## config.mk

```make
export PLATFORM = sky130hd
export DESIGN_NAME = serial_subtractor
export DESIGN_NICKNAME = d
export VERILOG_FILES = /design/src/rtl/sub_pkg.sv /design/src/rtl/full_subtractor.sv /design/src/rtl/serial_subtractor.sv
export SDC_FILE = /design/constraint.sdc
export NUM_CORES = 1
export LEC_CHECK = 0
export ABC_CLOCK_PERIOD_IN_PS = 1900
export CORE_MARGIN = 10
export CORE_UTILIZATION = 50
export DETAILED_ROUTE_END_ITERATION = 6
export PLACE_DENSITY = 0.81
export SYNTH_ARGS = -nofsm -noshare
export SYNTH_HDL_FRONTEND = slang
export SYNTH_SLANG_ARGS = --single-unit
```

## constraint.sdc

```tcl
create_clock -name clk -period 1.9 [get_ports clk]
set_input_delay 0.285 -clock clk [delete_from_list [all_inputs] [get_ports clk]]
set_output_delay 0.285 -clock clk [all_outputs]
set_load 0.02 [all_outputs]
```

## src/rtl/sub_pkg.sv

```systemverilog
// Shared definitions for the bit-serial subtractor: state encoding, default width
// and the borrow polarity agreed with the adder family.
package sub_pkg;

    localparam int DEFAULT_WIDTH = 4;

    localparam logic [1:0] S_IDLE  = 2'd0;
    localparam logic [1:0] S_SHIFT = 2'd1;
    localparam logic [1:0] S_DONE  = 2'd2;

    typedef enum logic [1:0] {
        IDLE  = S_IDLE,
        SHIFT = S_SHIFT,
        DONE  = S_DONE
    } state_e;

    // bout = 1 means a borrow occurred; equals the inverted carry of A + ~B + ~bin.
    localparam bit BORROW_ACTIVE_HIGH = 1'b1;

endpackage

```

## src/rtl/full_subtractor.sv

```systemverilog
// One-bit full subtractor slice: d = a - b - bin, bout = borrow out of this bit.
module full_subtractor (
    input  logic a,
    input  logic b,
    input  logic bin,
    output logic d,
    output logic bout
);

    assign d    = a ^ b ^ bin;
    assign bout = (~a & b) | (~(a ^ b) & bin);

endmodule

```

## src/rtl/serial_subtractor.sv

```systemverilog
// Bit-serial subtractor: diff = A - B - bin over WIDTH cycles, LSB first, with
// valid/ready handshakes on the operand and result sides.
module serial_subtractor
    import sub_pkg::*;
#(
    parameter int WIDTH = DEFAULT_WIDTH
) (
    input  logic             clk,
    input  logic             rst_n,
    input  logic             in_valid,
    output logic             in_ready,
    input  logic [WIDTH-1:0] A,
    input  logic [WIDTH-1:0] B,
    input  logic             bin,
    output logic             out_valid,
    input  logic             out_ready,
    output logic [WIDTH-1:0] diff,
    output logic             bout,
    output logic [1:0]       state_o
);

    localparam int CNT_W = $clog2(WIDTH) + 1;

    // Handshake rule: a transfer happens on a rising edge where valid and ready
    // are both high; valid never waits on ready, and ready is a pure state decode.

    state_e             state_q, state_d;
    logic [WIDTH-1:0]   a_q, a_d;
    logic [WIDTH-1:0]   b_q, b_d;
    logic [WIDTH-1:0]   diff_q, diff_d;
    logic               borrow_q, borrow_d;
    logic               bout_q, bout_d;
    logic [CNT_W-1:0]   count_q, count_d;

    logic               fs_d;
    logic               fs_bout;
    logic               last_bit;

    full_subtractor u_fs (
        .a    (a_q[0]),
        .b    (b_q[0]),
        .bin  (borrow_q),
        .d    (fs_d),
        .bout (fs_bout)
    );

    assign last_bit = (count_q == CNT_W'(WIDTH - 1));

    always_comb begin
        state_d  = state_q;
        a_d      = a_q;
        b_d      = b_q;
        diff_d   = diff_q;
        borrow_d = borrow_q;
        bout_d   = bout_q;
        count_d  = count_q;
        case (state_q)
            IDLE: begin
                // Operands are only sampled here, so X outside an accept never reaches state.
                if (in_valid) begin
                    a_d      = A;
                    b_d      = B;
                    borrow_d = bin;
                    count_d  = '0;
                    state_d  = SHIFT;
                end
            end
            SHIFT: begin
                a_d      = a_q >> 1;
                b_d      = b_q >> 1;
                diff_d   = {fs_d, diff_q[WIDTH-1:1]};
                borrow_d = fs_bout;
                count_d  = count_q + CNT_W'(1);
                if (last_bit) begin
                    bout_d  = fs_bout;
                    state_d = DONE;
                end
            end
            DONE: begin
                if (out_ready) begin
                    state_d = IDLE;
                end
            end
            default: state_d = IDLE;
        endcase
    end

    always_ff @(posedge clk or negedge rst_n) begin
        if (!rst_n) begin
            state_q  <= IDLE;
            a_q      <= '0;
            b_q      <= '0;
            diff_q   <= '0;
            borrow_q <= 1'b0;
            bout_q   <= 1'b0;
            count_q  <= '0;
        end else begin
            state_q  <= state_d;
            a_q      <= a_d;
            b_q      <= b_d;
            diff_q   <= diff_d;
            borrow_q <= borrow_d;
            bout_q   <= bout_d;
            count_q  <= count_d;
        end
    end

    assign in_ready  = (state_q == IDLE);
    assign out_valid = (state_q == DONE);
    assign diff      = diff_q;
    assign bout      = bout_q;
    assign state_o   = state_q;

endmodule

```

; ---- Yosys cells after proc, flatten, opt, wreduce, memory -nomap -nowiden
; Index checks and enable logic that the tools add are counted.
; Widths: inputs -> output; s select.
[classes]
addsub = 1
n_mul = 0
div_mod_pow = 0
n_lt_le_gt_ge = 0
n_eq_ne = 6
shifts = 0
n_mux = 12
bitwise = 7
reduce_logical = 5
[op_table]
columns = operator, n
row1 = $pmux 4 s2, 2
row2 = $mux 4, 2
row3 = $mux 2, 3
row4 = $pmux 2 s3, 1
row5 = $pmux 3 s2, 1
row6 = $ne 2x2->1 const B, 2
row7 = $reduce_and 2->1, 2
row8 = $add 3x1->3 const B, 1
row9 = $eq 3x2->1 const B, 1
row10 = $mux 3, 1
row11 = $reduce_and 3->1, 1
row12 = $and 1x1->1, 2
row13 = $eq 2x1->1 const B, 1
row14 = $eq 2x2->1 const B, 1
row15 = $logic_not 2->1, 1
row16 = $ne 2x1->1 const B, 1
row17 = $not 1->1, 2
row18 = $pmux 1 s2, 1
row19 = $reduce_bool 2->1, 1
row20 = $xor 1x1->1, 2
row21 = $mux 1, 1
row22 = $or 1x1->1, 1
[totals]
ff_bits = 19
latchBits = 0
ramBits = 0
rom_bits = 0
input_bits = 13
out_inout_bits = 9
wordCells = 38
memories = 0

; ---- Logic depth before layout (Yosys ltp)
; Gate-level depths: netlist of run 1.
[logic_depth]
depth_word = 5
ltp_mapped = 5
ltp_nobuf = 5

; ---- Hierarchy
; A second synthesis of run 1 with hierarchy kept.
[unflattened]
hier_cells = 90
area_unflattened_um2 = 887.1
[modules_own_cells]
columns = module, n_inst, cells_per_inst, area_per_inst_um2
row1 = serial_subtractor, 1, 86, 855.8
row2 = full_subtractor, 1, 4, 31.3

; ---- Least setup slack after synthesis of run 1
; OpenSTA, ideal clock, no wires.
[synth_timing]
path_type = register -> output
start = register state_q[1] (netlist: state_o[1])
end = output port out_valid
arrival_ps = 1069
t_required_ps = 1615
setup_slack_ps = 546
path_stages_with_launch = 4
cell_sequence = dfrtp_1 buf_2 inv_2 nor2_1
[synth_via]
elab_chain_cells = 1
[synth_lines]
columns = element, line
row1 = "start, declared", serial_subtractor.sv:27  ; state_e state_q, state_d;
row2 = "start signal, assigned", serial_subtractor.sv:98  ; state_q <= state_d;
row3 = $eq 2x2->1, serial_subtractor.sv:109  ; assign out_valid = (state_q == DONE);
row4 = "end, declared", serial_subtractor.sv:15  ; output logic out_valid,
; Every way passes these cells.

; ---- Worst setup path after layout of run 1
[layout_timing]
start = register state_q[0] (netlist: state_o[0])
end = output port out_valid
; Same word-level chain as after synthesis.

==> flow_metrics.tcl, run 1 <==
set metrics [dict create \
    setup_tns_ps 0 \
    met1_usage 0.126 \
    synth_seq_cells 19 \
    cts.sinks 19 \
    period_needed_ps 1820 \
    vias_per_cell 5.73 \
    cap_violations 0 \
    die_x_um 61.9 \
    avgRoutedWirePerCell_um 14.9 \
    fin_skew_ps 2.70 \
    r2r_cells 4 \
    setup-violations-final 0 \
    io_pins 22 \
    rsz0062_at_grt "false" \
    syn_nets 107 \
    synth.area.top_cells "dfrtp_1 (54%), o22ai_1 (8.6%), nand2_1 (7.3%), o21ai_0 (5.7%), a21oi_1 (4.0%)" \
    rr_startpoint "state_o[1]$_DFFE_PN0P_" \
    status "complete, no violations" \
    r2r_slack_ps 540 \
    place.gp.congestion 0.830 \
    pre_cts_slack_ps 359 \
    swShare 0.416 \
    cts_tree "built" \
    grt_pass1_wl_um 3190 \
    final_common_cell "clkdlybuf4s50_1" \
    hpwl_um 1460 \
    ctsHtreeMaxLevel 1 \
    syn_area_per_cell_um2 9.62 \
    cellInternalPower_mw 1.08 \
    finalCritPeriodShare 0.956 \
    grtUsageTotal 0.111 \
    vias 756 \
    dpl_cell_area_um2 1110 \
    path_max_fanout 13 \
    stdcell_area_um2 1140 \
    start_util 0.519 \
    grt_use_met2 0.176 \
    synthCells 91 \
    p_clk_frac 0.108 \
    cp_data_required_time_ps 1620 \
    power.share.combinational 0.484 \
    rows 15 \
    cts-buffers-inserted 3 \
    wirelength_um 1960 \
    peakVddDrop_uv 1000 \
    cts_root_buf "clkbuf_4" \
    final_antenna_net_count 0 \
    worst_pin_slew_ps 428 \
    post_cts_buffers 0 \
    pwr_density_cell_nw_per_um2 1620 \
    worstSetupPathType "flop to output pin" \
    portBuffers 21 \
    p_seq_frac 0.408 \
    hold_path.class "input pin to async pin" \
    clk_pin_slew_ps 100 \
    fill_cells 137 \
    drive_gt1_frac 0.0870 \
    yosysSeqAreaShare 0.543 \
    num_antenna_cells 0 \
    cp-start-kind "flop" \
    cts_max_path_buffers 2 \
    p_leak_nw 0.519 \
    grt_use_met3 0.0427 \
    netlist_area_um2 876 \
    switchingPower_mw 0.770 \
    dr.pass1.iters 4 \
    yosysTopAreaCell "dfrtp_1" \
    die_h_um 61.9 \
    register_area_um2 478 \
    grt_pass1_vias 747 \
    gr-max-usage-layer "met2" \
    drc 0 \
    die_area_um2 3830 \
    slowest_delay_ps 620 \
    grt_max_degree 20 \
    ys_warn_count 0 \
    total_power_mw 1.85 \
    final_cell_mix "clkdlybuf4s50_1 (20), nand2_1 (17), dfrtp_1 (17), o22ai_1 (12), o21ai_0 (10)" \
    r2r-end "b_q[1]$_DFFE_PN0P_" \
    finalHoldViolCount 0 \
    synth_top_area_frac 0.543 \
    antenna_found_initial 0 \
    grt_overflow 0 \
    core_um2 1690 \
    worstSkewPairLatency_ps 290 \
    netlist-cell-type-count 19 \
    fin_nets 132 \
    drt_first_iter_violations 23 \
    endpoint_kind "output pin" \
    critPathArrivalTime_ps 1530 \
    setup_slack_ps 83.5 \
    critPathSlowestCell "clkdlybuf4s50_1" \
    fmax_mhz 551 \
    final_util 0.674 \
    slew_viol_final 0 \
    multiInputGateArea_um2 359 \
    crit_chain "nor2_1 -> clkdlybuf4s50_1" \
    area_delta_synth_final_pct 30.0 \
    slew_headroom 0.714 \
]
-- power groups by stage --
stage / registers (mW) / clock network (mW) / logic [mW]
detailed placement: 0.758 / 0 / 0.908
finish: 0.754 / 0.200 / 0.896
global placement: 0.754 / 0 / 0.883
CTS: 0.749 / 0.212 / 0.907
global route: 0.782 / 0.232 / 1.01
floorplan: 0.786 / 0 / 0.549
-- final cells by class --
cell class                 instances  area share
multi-input combinational         63       0.315
inverter                           5      0.0165
sequential                        19       0.420
tap                               17      0.0187
clock buffer                       4      0.0231
timing repair buffer              24       0.207
-- sequential cells by signal (all words and copies together) (netlist names) --
signal / flops
a_q: 4
b_q: 4
diff: 4
count_q: 3
state_o: 2
borrow_q: 1
bout: 1
-- cell usage after synthesis --
cell	instances
nand2_1	17
a22o_1	1
inv_2	1
buf_2	3
nor2b_1	2
ha_1	2
nor2_1	5
nand2b_1	2
fa_1	1
o31ai_1	1
a221oi_2	1
buf_4	1
o21ai_0	10
inv_1	4
o22ai_1	12
nand3b_1	1
dfrtp_1	19
and2b_1	1
a21oi_1	7
-- what timing repair did --
| action | 4_1_cts | 5_1_grt |
|---|---|---|
| hold buffers | 0 | 0 |
| gates resized for setup | 0 | 3 |
| endpoints found under the setup margin | 0 | 3 |
-- worst max-delay path: cells and delay by family, from the launching register on --
kind / cells / cell delay (ps)
buffers and inverters: 1 / 620
flip-flops: 1 / 500
AND/OR/NAND/NOR: 1 / 120
-- per-layer routing --
| layer | up-vias | share of wire | routed length [um] |
|---|---|---|---|
| met5 | - | 0 | 0 |
| met4 | 0 | 0.0061 | 12 |
| met3 | 2 | 0.080 | 158 |
| met2 | 24 | 0.48 | 935 |
| met1 | 363 | 0.44 | 856 |
| li1 | 367 | - | - |
-- worst max path at each step --
stage	from	to	slack, ps	cells past startpoint
final	state_o[0]$_DFFE_PN0P_	out_valid	80	2
after detailed placement	state_o[1]$_DFFE_PN0P_	out_valid	360	3
after global placement	state_o[1]$_DFFE_PN0P_	out_valid	380	3
after global routing	state_o[1]$_DFFE_PN0P_	out_valid	10	3
after CTS	state_o[1]$_DFFE_PN0P_	out_valid	7	3
after floorplan	state_o[1]$_DFFE_PN0P_	out_valid	550	3
-- cells by family after synthesis --
| kind of cell | share of synthesized area |
|---|---|
| buffers and inverters | 0.0471 |
| and+or+nand+nor | 0.140 |
| DFF | 0.543 |
| adders and majority gates | 0.0514 |
| AOI/OAI and AO/OA | 0.219 |
-- per-stage QoR --
| step | hold WS (ps) | std cells |
|---|---|---|
| floorplan | -10.6 | 91 |
| detailed placement | 466 | 128 |
| global route | 336 | 132 |
| CTS | 311 | 132 |
| global placement | 461 | 128 |
| finish | 315 | 132 |
Note: power is estimated with default switching activity, not from simulation.
==> inputs of run 2 (changes only) <==
==> constraint.sdc (replaced) <==
create_clock -name clk -period 1.9 [get_ports clk]
set_input_delay 0.285 -clock clk [delete_from_list [all_inputs] [get_ports clk]]
set_output_delay 0.285 -clock clk [all_outputs]
set_load 0.05 [all_outputs]
==> run 2 against run 1 <==
  * Hold slack got worse by 0.55 ps
  * Setup slack improved by 53 ps
  * Final cell count down 1.5%
  * Sequential power rose by 2%
  * Combinational power rose by 19%
  * Sequential share of layout area increased by 0.34 points
  * Total power grew 10%
  * Register-to-register slack got worse by 130 ps
  * First-iteration DRC count is 43% lower
  * Critical path depth fell by 1
  * Sequential cell count is the same
  * Clock skew up 3.0 ps
  * Largest cell class unchanged
  * Highest routed layer unchanged
==> flow_metrics.tcl, run 2 (synthesis gave the netlist of run 1 again) <==
set metrics [dict create \
    status "complete, no violations" \
    path_delay_family "buffers and inverters" \
    ctsHtreeMaxLevel 1 \
    final_antenna_net_count 0 \
    die_h_um 61.9 \
    critPathArrivalTime_ps 1480 \
    cts-hold-fix-buffers 0 \
    die_area_um2 3830 \
    grtUsageTotal 0.106 \
    area_delta_synth_final_pct 28.3 \
    p_leak_nw 0.508 \
    fin_nets 130 \
    drt_first_iter_violations 13 \
    io_pins 22 \
    cts_max_path_buffers 2 \
    finalCritPeriodShare 0.928 \
    post_cts_buffers 0 \
    cts_resized 0 \
    critPathSlowestCell "clkdlybuf4s50_1" \
    drive_gt1_frac 0.0973 \
    worstSkewPairLatency_ps 290 \
    vias 748 \
    fin_skew_ps 5.72 \
    worstSetupPathType "flop to output pin" \
    cp-start-kind "flop" \
    cp_data_required_time_ps 1620 \
    grt_pass1_wl_um 3060 \
    cts_tree "built" \
    slew_viol_final 0 \
    antenna_found_initial 0 \
    total_power_mw 2.04 \
    grt_pass1_vias 708 \
    r2r_slack_ps 410 \
    slowest_delay_ps 810 \
    cap_violations 0 \
    cts.sinks 19 \
    cts-buffers-inserted 3 \
    core_um2 1690 \
    hold_path.class "input pin to async pin" \
    slew_headroom 0.667 \
    portBuffers 21 \
    grt_max_degree 20 \
    crit_chain "clkdlybuf4s50_1" \
    path_max_fanout 3 \
    setup_tns_ps 0 \
    rows 15 \
    pwr_density_cell_nw_per_um2 1810 \
    period_needed_ps 1760 \
    drc 0 \
    final_cell_mix "dfrtp_1 (19), nand2_1 (17), clkdlybuf4s50_1 (17), o22ai_1 (12), o21ai_0 (10)" \
    avgRoutedWirePerCell_um 14.9 \
    num_antenna_cells 0 \
    setup-violations-final 0 \
    final_common_cell "dfrtp_1" \
    start_util 0.519 \
    peakVddDrop_uv 1140 \
    clk_pin_slew_ps 110 \
    fmax_mhz 567 \
    endpoint_kind "output pin" \
    finalHoldViolCount 0 \
    place.gp.congestion 0.778 \
    worst_pin_slew_ps 498 \
    cts_root_buf "clkbuf_4" \
    die_x_um 61.9 \
    vias_per_cell 5.75 \
    rsz0062_at_grt "false" \
    wirelength_um 1940 \
    dr.pass1.iters 4 \
    grt_overflow 0 \
    cp_num_buf_inv 1 \
]
==> run 2: cell types whose count changed in the layout (fill, tap and decap cells not counted), sizes merged <==
cell           previous run  this run
dlymetal6s2s              1         0
clkdlybuf4s50            20        17
buf                       3         5
==> run 2: path summary, 6_finish.rpt <==
| kind | start | to | cells after the start |
|---|---|---|---|
| hold / removal | rst_n | borrow_q$_DFFE_PN0P_ | 2 |
| hold reg to reg | diff[0]$_DFFE_PN0P_ | diff[0]$_DFFE_PN0P_ | 2 |
| setup reg to reg | state_o[1]$_DFFE_PN0P_ | a_q[2]$_DFFE_PN0P_ | 3 |
| max in group asynchronous | rst_n | diff[1]$_DFFE_PN0P_ | 2 |
| min in group clk | diff[0]$_DFFE_PN0P_ | diff[0]$_DFFE_PN0P_ | 2 |
| setup / recovery | diff[2]$_DFFE_PN0P_ | diff[2] | 1 |
==> run 2: through the flow <==
stage | util | setup WS (ps) | hold WS, ps | instance area, um2 | std cells
2_1_floorplan | - | 132 | -10.6 | 878 | 91
3_3_place_gp | 0.650 | 312 | 459 | 1100 | 126
3_5_place_dp | 0.650 | 290 | 469 | 1100 | 126
4_1_cts | 0.665 | 123 | 322 | 1120 | 130
5_1_grt | 0.665 | 75.6 | 357 | 1120 | 130
6_report | 0.665 | 136 | 314 | 1120 | 130
==> run 2: metal layers <==
metal / wire, um / share of wire / up-vias / track usage
met3: 140 / 0.072 / 6 / 0.0203
met2: 855 / 0.44 / 29 / 0.157
li1: - / - / 361 / -
met1: 893 / 0.46 / 352 / 0.142
met5: 0 / 0 / - / 0
met4: 52 / 0.027 / 0 / 0.0573
==> run 2: area by class of cell <==
class / count / area [um2]
fillers: 145 / 566
repair buffers: 22 / 220
multi-input cells: 63 / 362
well taps: 17 / 21.3
inverters: 5 / 18.8
clock buffers: 4 / 26.3
flip-flops and latches: 19 / 475
==> run 2: where the power goes <==
part | switching, mW | internal (mW)
sequential | 0.172 | 0.594
clock | 0.121 | 0.0817
combinational | 0.679 | 0.387
total | 0.972 | 1.06
==> inputs of run 3 (changes only) <==
--- a/config.mk
+++ b/config.mk
@@ -6,10 +6,10 @@
 export NUM_CORES = 1
 export LEC_CHECK = 0
 export ABC_CLOCK_PERIOD_IN_PS = 1900
+export CORE_ASPECT_RATIO = 1.4
 export CORE_MARGIN = 10
-export CORE_UTILIZATION = 50
+export CORE_UTILIZATION = 28
 export DETAILED_ROUTE_END_ITERATION = 6
-export PLACE_DENSITY = 0.81
 export SYNTH_ARGS = -nofsm -noshare
 export SYNTH_HDL_FRONTEND = slang
 export SYNTH_SLANG_ARGS = --single-unit
==> run 3 against run 2 <==
  * Clock-buffer cell count is the same
  * Sequential share of layout area shrank 1.7 points
  * Global-route usage shrank 3.0 points
  * First-iteration DRC count grew to 2.5 times the previous value
  * Non-clock buffer count is the same
  * Routed wire length grew 6.9%
  * Total power grew 4.0%
  * Critical path depth is the same
  * Largest cell class unchanged
==> flow_metrics.tcl, run 3 (synthesis gave the netlist of run 1 again) <==
set metrics [dict create \
    status "complete, no violations" \
    final_cell_mix "dfrtp_1 (19), nand2_1 (17), clkdlybuf4s50_1 (17), o22ai_1 (12), o21ai_0 (10)" \
    grt_pass1_vias 793 \
    crit_chain "clkdlybuf4s50_1" \
    cts-hold-fix-buffers 0 \
    period_needed_ps 1730 \
    cts_root_buf "clkbuf_8" \
    setup_slack_ps 173 \
    io_pins 22 \
    gr-max-usage-layer "met2" \
    cp_data_required_time_ps 1620 \
    cts_tree "built" \
    rows 24 \
    grtUsageTotal 0.0762 \
    clk_pin_slew_ps 70 \
    worst_pin_slew_ps 500 \
    vias_per_cell 4.89 \
    met1_usage 0.0814 \
    portBuffers 21 \
    avgRoutedWirePerCell_um 13.7 \
    finalCritPeriodShare 0.909 \
    critPathArrivalTime_ps 1440 \
    grt_use_met3 0.0129 \
    pre_cts_slack_ps 280 \
    peakVddDrop_uv 720 \
    final_common_cell "dfrtp_1" \
    fin_skew_ps 2.71 \
    dr.pass1.iters 3 \
    vias 744 \
    path_delay_family "buffers and inverters" \
    cts.sinks 19 \
    pwr_density_cell_nw_per_um2 1810 \
    setup_tns_ps 0 \
    ctsHtreeMaxLevel 1 \
    start_util 0.286 \
    endpoint_kind "output pin" \
    slowest_delay_ps 810 \
    cts-buffers-inserted 3 \
    cts_max_path_buffers 2 \
    cap_violations 0 \
    grt_pass1_wl_um 3510 \
    drc 0 \
    drive_gt1_frac 0.0973 \
    post_cts_buffers 0 \
    drt_first_iter_violations 33 \
    fmax_mhz 579 \
    critPathSlowestCell "clkdlybuf4s50_1" \
    rsz0062_at_grt "false" \
    cp_num_buf_inv 1 \
    cp-start-kind "flop" \
    core_um2 3060 \
    finalHoldViolCount 0 \
    die_h_um 86.2 \
    grt_max_degree 20 \
    cts_resized 0 \
    die_x_um 67.3 \
    area_delta_synth_final_pct 33.6 \
    final_antenna_net_count 0 \
    slew_headroom 0.665 \
    hpwl_um 1560 \
    num_antenna_cells 0 \
    holdWs_ps 357 \
    die_area_um2 5800 \
    p_leak_nw 0.516 \
    grt_use_met2 0.131 \
    grt_overflow 0 \
    worstSkewPairLatency_ps 250 \
    antenna_found_initial 0 \
    hold_path.class "input pin to async pin" \
    fill_cells 321 \
    fin_nets 130 \
    path_max_fanout 3 \
    worstSetupPathType "flop to output pin" \
    place.gp.congestion 0.758 \
    setup-violations-final 0 \
    wirelength_um 2080 \
    slew_viol_final 0 \
]
run 3: metrics by stage:
step | instances | power, mW | utilization | cell area [um2]
floorplan | 91 | 1.53 | - | 878
global placement | 148 | 1.83 | 0.367 | 1120
detailed placement | 148 | 1.86 | 0.367 | 1120
CTS | 152 | 2.14 | 0.382 | 1170
global route | 152 | 2.30 | 0.382 | 1170
finish | 152 | 2.12 | 0.382 | 1170
run 3: area by class of cell:
cell class / count / area [um2] / area share
multi-input cells: 63 / 362 / 0.309
flip-flops and latches: 19 / 475 / 0.406
clock buffers: 4 / 45.0 / 0.0385
inverters: 5 / 18.8 / 0.0160
repair buffers: 22 / 220 / 0.188
well taps: 39 / 48.8 / 0.0417
run 3: layer usage:
| metal | vias up | part of all wire | routed length (um) |
|---|---|---|---|
| li1 | 364 | - | - |
| met1 | 361 | 0.41 | 853 |
| met2 | 15 | 0.52 | 1080 |
| met3 | 4 | 0.038 | 79 |
| met4 | 0 | 0.029 | 61 |
| met5 | - | 0 | 0 |
run 3: final timing paths:
check                                               to                   start  slack (ps)  depth (start not counted)
min in group clk                   diff[0]$_DFFE_PN0P_     diff[0]$_DFFE_PN0P_         490                          2
worst min-delay path                b_q[1]$_DFFE_PN0P_                   rst_n         360                          2
max in group asynchronous       count_q[1]$_DFFE_PN0P_                   rst_n        1340                          2
worst max register to register      a_q[1]$_DFFE_PN0P_  state_o[1]$_DFFE_PN0P_         470                          3
worst max-delay path                           diff[1]     diff[1]$_DFFE_PN0P_         170                          1
worst min register to register     diff[0]$_DFFE_PN0P_     diff[0]$_DFFE_PN0P_         490                          2
run 3: power breakdown:
| group | internal, mW | switching, mW | total (mW) |
|---|---|---|---|
| Sequential | 0.595 | 0.175 | 0.770 |
| Clock | 0.149 | 0.133 | 0.283 |
| Combinational | 0.389 | 0.675 | 1.06 |
| Total | 1.13 | 0.983 | 2.12 |
==> variant, RTL diff (settings of run 2) <==
Change the package constant `DEFAULT_WIDTH` from 4 to 2.
--- a/src/rtl/sub_pkg.sv
+++ b/src/rtl/sub_pkg.sv
@@ -3,5 +3,5 @@
 package sub_pkg;
 
-    localparam int DEFAULT_WIDTH = 4;
+    localparam int DEFAULT_WIDTH = 2;
 
     localparam logic [1:0] S_IDLE  = 2'd0;
Interface: changed (resized A, B and diff); port bits go from 22 to 16. No check against the original RTL was run, so the function may have changed too.
==> variant against run 2 <==
  * Power shrank 31%
  * Cell count is 35% lower
  * Sequential cell count down 7
  * Design area fell by 33%
  * Setup slack better by 39 ps
  * Fmax is 2.3% higher
  * Global-route usage decreased by 1.6 points
  * Count of clock-buffer cells in the layout is 1 lower
  * Area after synthesis fell by 33%
  * Register-to-register slack improved by 120 ps
  * Sequential power shrank 35%
  * Wire length fell by 34%
  * Highest routed layer unchanged
  * First-iteration DRC count shrank 54%
==> variant: results (changes against run 2) <==
| Quantity | Value | Unit | Change |
|---|---|---|---|
| Maximum resistive drop on vdd | 0.0009041 | V | -20% |
| Static Leak | 0.0003332 | uW | -34% |
| Status | finished clean | - |  |
| Clock network area share | 0.02990 | - | +0.006515 |
| Combinational cell fraction of total power | 0.539 | - | +0.015 |
| Instance count of the mapped netlist | 55 | - | -40% |
| Final net count | 83 | - | -36% |
| Net count after synthesis | 66 | - | -38% |
| Multi-Input Combinational | 35 | - | -44% |
| Number of fill cells in the layout | 96 | - | -34% |
| Fraction of cell area in non-clock buffers | 0.2027 | - | +0.006667 |
| Pin count of the biggest net entering global routing | 15 | - | -25% |
| Pre-CTS setup slack | 424.2 | ps | +133.8 ps |
| Cell types with the largest area share after synthesis | dfrtp_1 (51%), o21ai_0 (5.1%), mux2_4 (5.1%) | - |  |
| Routed wire length on met2 | 565 | microns | -34% |
| Detailed-route vias per instance | 5.667 | - | -1.5% |
| GR Util met3 | 0.03523 | - | +0.01491 |
| Fraction of layout cells with a size suffix above 1 | 0.1571 | - | +0.05980 |
| Detailed Route Iter0 Violations | 6 | - | -7 |
| Clock Sink Count | 12 | - | -7 |
| Dpl cells | 81 | - | -36% |
| Distinct cell type count of the synthesized netlist | 20 | - | +1 |
| Sum of met3 wire segment lengths after detailed routing | 128 | microns | -8.6% |
| Global-route track usage on met2 | 0.1260 | - | -0.03071 |
| Die extent in x | 54.30 | microns | -12% |
| Fraction of the mapped netlist area in compound gates | 0.1787 | - | -0.03985 |
| Share of synthesized area occupied by flip-flops and latches | 0.5106 | - | -0.03222 |
| Most frequent cells after synthesis | dfrtp_1 (12), nor2_1 (6), o21ai_0 (6), inv_1 (5) | - |  |
| Register cell area after layout | 300.3 | sq um | -37% |
| Grt met1 use | 0.1111 | - | -0.03123 |
| Adder-cell area share of the yosys netlist | 0.05532 | - | +0.003891 |
[variant: cell types whose count changed in the layout (fill, tap and decap cells not counted), moves of 2 or more]
| cell | delta |
|---|---|
| nor2_1 | +2 |
| nand2_1 | -14 |
| o32ai_1 | +3 |
| clkdlybuf4s50_1 | -6 |
| a21oi_1 | -7 |
| mux2_4 | +2 |
| o21ai_0 | -4 |
| o21ai_1 | +3 |
| o22ai_1 | -9 |
| dfrtp_1 | -7 |
[variant: final timing paths]
| path | start | endpoint | slack [ps] | cells past startpoint |
|---|---|---|---|---|
| max in group asynchronous | rst_n | b_q[1] | 1180 | 1 |
| max | diff[1] | diff[1] | 180 | 1 |
| min | rst_n | diff[1] | 370 | 1 |
| min in group clk | count_q[0] | count_q[0] | 500 | 1 |
| min reg2reg | count_q[0] | count_q[0] | 500 | 1 |
| max reg2reg | state_o[0] | diff[1] | 530 | 2 |
